### config.mk
export PLATFORM = sky130hd
export DESIGN_NAME = one_hot_encoder
export DESIGN_NICKNAME = d
export VERILOG_FILES = /design/src/rtl/one_hot_pkg.sv /design/src/rtl/one_hot_dec.sv /design/src/rtl/one_hot_encoder.sv
export SDC_FILE = /design/constraint.sdc
export NUM_CORES = 1
export LEC_CHECK = 0
export BUFFER_PORTS_ARGS = -buffer_cell sky130_fd_sc_hd__buf_4
export CORE_UTILIZATION = 38
export CTS_CLUSTER_SIZE = 24
export DETAILED_ROUTE_END_ITERATION = 10
export HOLD_SLACK_MARGIN = 0.15
export PLACE_DENSITY_LB_ADDON = 0.25
export SLEW_MARGIN = 25
export SYNTH_ARGS = -nofsm -noshare
export SYNTH_HDL_FRONTEND = slang
export SYNTH_SLANG_ARGS = --single-unit
### constraint.sdc
create_clock -name clk -period 2.1 [get_ports clk]
set_clock_uncertainty 0.1 [all_clocks]
set_input_delay 0.42 -clock clk [delete_from_list [all_inputs] [get_ports clk]]
set_output_delay 0.42 -clock clk [all_outputs]
set_load 0.005 [all_outputs]
### src/rtl/one_hot_pkg.sv
// +----------------------------------------------------------------------+
// | one_hot_pkg                                                          |
// | Shared widths and encode/check helpers for the one-hot encoder.      |
// | Revision: 1.0                                                        |
// +----------------------------------------------------------------------+
`default_nettype none

package one_hot_pkg;

    localparam int BIN_W_DEF       = 4;
    localparam int ONE_HOT_W_DEF   = 16;
    localparam int c_ONE_HOT_MAX_W = 1024;

    // Helpers operate on the widest supported vector; callers zero-extend.
    function automatic logic [c_ONE_HOT_MAX_W-1:0] onehot_f(input int unsigned bin,
                                                            input int unsigned width);
        logic [c_ONE_HOT_MAX_W-1:0] v;
        v = '0;
        for (int unsigned k = 0; k < c_ONE_HOT_MAX_W; k++) begin
            v[k] = (k < width) && (k == bin);
        end
        return v;
    endfunction

    function automatic logic is_onehot_f(input logic [c_ONE_HOT_MAX_W-1:0] vec);
        return ($countones(vec) == 1);
    endfunction

endpackage

`default_nettype wire

### src/rtl/one_hot_dec.sv
// +----------------------------------------------------------------------+
// | one_hot_dec                                                          |
// | Combinational binary-to-one-hot decoder with out-of-range flag.      |
// | Revision: 1.0                                                        |
// +----------------------------------------------------------------------+
`default_nettype none

module one_hot_dec
    import one_hot_pkg::*;
#(
    parameter int BIN_W     = BIN_W_DEF,
    parameter int ONE_HOT_W = ONE_HOT_W_DEF
) (
    input  logic [BIN_W-1:0]     bin_i,
    output logic [ONE_HOT_W-1:0] one_hot_o,
    output logic                 oor_o
);

    localparam logic [BIN_W:0] c_LIMIT = (BIN_W + 1)'(ONE_HOT_W);

    for (genvar k = 0; k < ONE_HOT_W; k++) begin : g_bit
        assign one_hot_o[k] = (bin_i == BIN_W'(k));
    end

    // Indices past the vector set no bit, so only the flag reports them.
    assign oor_o = ({1'b0, bin_i} >= c_LIMIT);

endmodule

`default_nettype wire

### src/rtl/one_hot_encoder.sv
// +----------------------------------------------------------------------+
// | one_hot_encoder                                                      |
// | Valid-qualified one-hot encoder with optional registered output.     |
// | Revision: 1.0                                                        |
// +----------------------------------------------------------------------+
`default_nettype none

module one_hot_encoder
    import one_hot_pkg::*;
#(
    parameter int BIN_W     = BIN_W_DEF,
    parameter int ONE_HOT_W = ONE_HOT_W_DEF,
    parameter bit OUT_REG   = 1'b1
) (
    input  logic                 clk,
    input  logic                 rst_n,
    input  logic [BIN_W-1:0]     bin_i,
    input  logic                 valid_i,
    output logic [ONE_HOT_W-1:0] one_hot_o,
    output logic                 valid_o,
    output logic                 oor_o
);

    if (BIN_W < 1 || ONE_HOT_W < 1 || ONE_HOT_W > (1 << BIN_W) ||
        ONE_HOT_W > c_ONE_HOT_MAX_W) begin : g_param_check
        $fatal(1, "one_hot_encoder: illegal BIN_W=%0d / ONE_HOT_W=%0d", BIN_W, ONE_HOT_W);
    end

    logic [ONE_HOT_W-1:0] w_one_hot;
    logic                 w_oor;

    one_hot_dec #(
        .BIN_W     (BIN_W),
        .ONE_HOT_W (ONE_HOT_W)
    ) u_dec (
        .bin_i     (bin_i),
        .one_hot_o (w_one_hot),
        .oor_o     (w_oor)
    );

    if (OUT_REG) begin : g_reg
        logic [ONE_HOT_W-1:0] r_one_hot;
        logic                 r_oor;
        logic                 r_valid;

        always_ff @(posedge clk or negedge rst_n) begin
            if (!rst_n) begin
                r_one_hot <= '0;
                r_oor     <= 1'b0;
                r_valid   <= 1'b0;
            end else begin
                r_valid <= valid_i;
                if (valid_i) begin
                    r_one_hot <= w_one_hot;
                    r_oor     <= w_oor;
                end
            end
        end

        assign one_hot_o = r_one_hot;
        assign oor_o     = r_oor;
        assign valid_o   = r_valid;
    end else begin : g_comb
        logic w_unused;
        assign w_unused  = &{1'b0, clk, rst_n};
        assign one_hot_o = w_one_hot;
        assign oor_o     = w_oor;
        assign valid_o   = valid_i;
    end

`ifndef SYNTHESIS
    a_onehot: assert property (@(posedge clk) disable iff (!rst_n)
        (valid_o && !oor_o) |-> is_onehot_f(c_ONE_HOT_MAX_W'(one_hot_o)));
    a_oor_zero: assert property (@(posedge clk) disable iff (!rst_n)
        oor_o |-> (one_hot_o == '0));
`endif

endmodule

`default_nettype wire

==> summary.md <==
| Metric | Value |
|---|---|
| Largest family of logic cells by synthesized area | `simple AND/OR/NAND/NOR gates` |
| Vias in the first global route | `488` |
| Clk pwr share | `between 20% and 30%` |
| Slowest cell delay on critical path | `390 ps` |
| Cell count of the worst reg-to-reg path | `2` |
| Most common cell after layout, fill and taps aside | `buf_4` |
| Synthesized area | `754 um^2` |
| Total gr overflow | `0` |
| Core box area | `1800 um^2` |
| Final Cycle Share | `63.9%` |
| P_sw | `0.000147 W` |
| Die area | `2170 um^2` |
| Crit-path leading delay family | `flip-flops` |
| Endpoint, Worst Hold | `valid_o` |
| Post-synthesis mux area share | `1.33%` |
| Largest net degree at the start of global routing | `33` |
| Peak supply drop | `0.414 mV` |
| Detail Placement HPWL | `918 um` |
| Die H | `46.6 um` |
| Sequential Area | `425 um^2` |
| Setup TNS | `0 ps` |
| Initial DRC Count | `5` |
| Cell taking the most area after synthesis | `dfrtp_1` |
| Logic pwr share | `roughly an eighth` |
| Sequential power share | `57.4%` |
| CTS tree | `yes` |
| FP Rows | `15` |
| Ys Warns | `0` |
| Fin crit period | `1340 ps` |
| Syn_nets | `68` |
| HP Class | `in2reg` |
| Status | `finished, final reports clean` |
| Critical path class | `reg2out` |
| Slowest CP cell | `dfrtp_1` |
| Routed wire length | `1390 um` |
| WL per Instance | `12.7 um` |
| Simple-gate share of the synthesized area | `between 15 and 20%` |
| Non-filler cells in the finished layout | `110` |
| Crit. path cell count | `1` |
| TritonCTS Sinks | `17` |
| Initial antenna violation count | `0` |
| Clk_lat worst skew | `290 ps` |
| Placed Cells incl. Taps | `105` |
| Clock transition at the registers of the reported paths | `100 ps` |
| Leak pwr | `0.526 nW` |
| Cts bufs inserted | `3` |
| Layout cell share with drive strength beyond 1 | `41.2%` |
| Compound-Gate Fraction of Synth Area | `18.4%` |
| Pwr dens | `620 nW/um^2` |
| # nets final | `93` |
| Initial Util | `41.9%` |
| All-Layer GR Usage | `15.6%` |
| Synth Area in Adders | `0%` |
| Area of the multi-input gates | `about 300 um^2` |
| Top cells by area, synth | `dfrtp_1 (56%), nor2b_1 (12%), a41o_1 (8.0%)` |
| Drt pass-1 iters | `3` |
| Crit Path Max Fanout | `2` |
| Global placement routability congestion | `slightly above 0.7` |
| Critical Path Start Type | `flip-flop` |
| Detail Route Antenna Nets | `0` |
| Avg Cell Area, Syn | `12.4 um^2` |
| Vias per cell | `4.92` |
| Buffers on Ports | `23` |
| # fillers | `178` |
| #FFs+latches synth | `17` |
| Crit. End Element | `output pin` |
| Layout Area Growth over Synthesis | `28.2%` |
| Root Buffer | `clkbuf_4` |
| Yosys top cell area share | `56.4%` |
| Fmax | `746 MHz` |
| Register area share after synthesis | `56.4%` |
| Most frequent cells in the layout | `buf_4 (23), dfrtp_1 (17), nor2b_1 (15), a41o_1 (6), a31o_2 (5)` |
| Total number of vias | `541` |
| # H-tree levels | `1` |
| RR Endpoint | `one_hot_o[13]` |
| Final hold violation count | `0` |
| CTS max path bufs | `2` |
| Hold Path Depth | `1` |
| Worst Path Required | `between 1500 and 2000 ps` |
| Internal power | `0.000453 W` |
| R2r setup slk | `1160 ps` |
| RSZ-0062 raised after global routing | `false` |
| Cells after synthesis | `61` |
| First-pass GRT wire length | `around 2300 um` |
| Max Cap Violations | `0` |
| XOR/XNOR Fraction of Synth Area | `0%` |
| Reg-to-reg critical path startpoint | `one_hot_o[13]` |
| DRC viols | `0` |
| Critical-path cell list | `buf_4` |
| HP Start | `valid_i` |
| Final Slew Violations | `0` |
| Top Ports | `25` |
| Die width | `approximately 47 um` |
| N_diodes | `0` |
| Yosys cell types | `14` |
| Sw Share | `24.5%` |
| # setup viols final | `0` |
| Crit path arrival time | `820 ps` |
| Critical path buffers and inverters | `1` |
[metrics by stage]
step | hold WS, ps | total power (W) | worst slack (ps) | cell area (um^2) | util, %
after CTS | 295 | 0.000607 | 752 | 967 | 53.7
after floorplan | 24.4 | 0.000388 | 972 | 754 | -
after global routing | 304 | 0.000626 | 724 | 967 | 53.7
after detailed placement | 195 | 0.000430 | 886 | 931 | 51.7
final | 304 | 0.000600 | 759 | 967 | 53.7
after global placement | 193 | 0.000429 | 898 | 931 | 51.7
[final cells by class]
type	instances	share of cell area, %
inverter	1	0.388
tap	25	3.23
clock buffer	4	2.72
timing repair buffer	24	18.9
sequential	17	44.0
multi-input combinational	39	30.8
[flip-flops by register name, indices dropped and copies added, names as in the netlist]
signal     cells
one_hot_o     16
valid_o        1
[synth_stat cells]
cell and instances:
a31o_1 4, a31o_2 5, a41o_1 6, and2b_4 2, buf_2 1, buf_4 3, conb_1 1, dfrtp_1 17
inv_1 1, mux2i_1 1, nand4_1 1, nor2_1 2, nor2b_1 15, nor2b_2 2
[worst max-delay path by stage]
stage	start	to	slack, ps
final	one_hot_o[11]	one_hot_o[11]	760
after global placement	bin_i[0]	one_hot_o[12]	900
after floorplan	valid_i	one_hot_o[0]	970
after detailed placement	valid_i	one_hot_o[10]	890
after global routing	one_hot_o[7]	one_hot_o[7]	720
after CTS	one_hot_o[14]	one_hot_o[14]	750
[repair_timing]
| item | 4_1_cts | 5_1_grt |
|---|---|---|
| hold buffers | 1 | 0 |
| endpoints found under the hold margin | 17 | 0 |
| gates resized for setup | 0 | 0 |
| buffers inserted | 0 | 0 |
[power groups by stage]
stage / logic [W] / clock network [W] / registers [W]
after global routing: 0.0000892 / 0.000191 / 0.000346
after CTS: 0.0000808 / 0.000182 / 0.000344
final: 0.0000796 / 0.000176 / 0.000344
after floorplan: 0.0000363 / 0 / 0.000352
after detailed placement: 0.0000791 / 0 / 0.000351
after global placement: 0.0000782 / 0 / 0.000351
[layer usage]
layer  part of all wire (%)  vias up  wire, um  GRT usage (%)
met5                      0        -         0              0
met4                    3.2        0        44           12.4
met3                    5.2        5        73           2.35
met2                     42       18       589           22.2
met1                     49      252       685           20.8
li1                       -      266         -              -
[logic make-up (layout without fill, tap and decap cells)]
| kind of cell | Yosys count | count (layout) |
|---|---|---|
| other | 1 | 1 |
| multiplexers | 1 | 1 |
| flip-flops | 17 | 17 |
| AND/OR/NAND/NOR | 22 | 22 |
| AO/OA/AOI/OAI | 15 | 15 |
| buffers and inverters | 5 | 29 |
(Power assumes the default switching activity.)
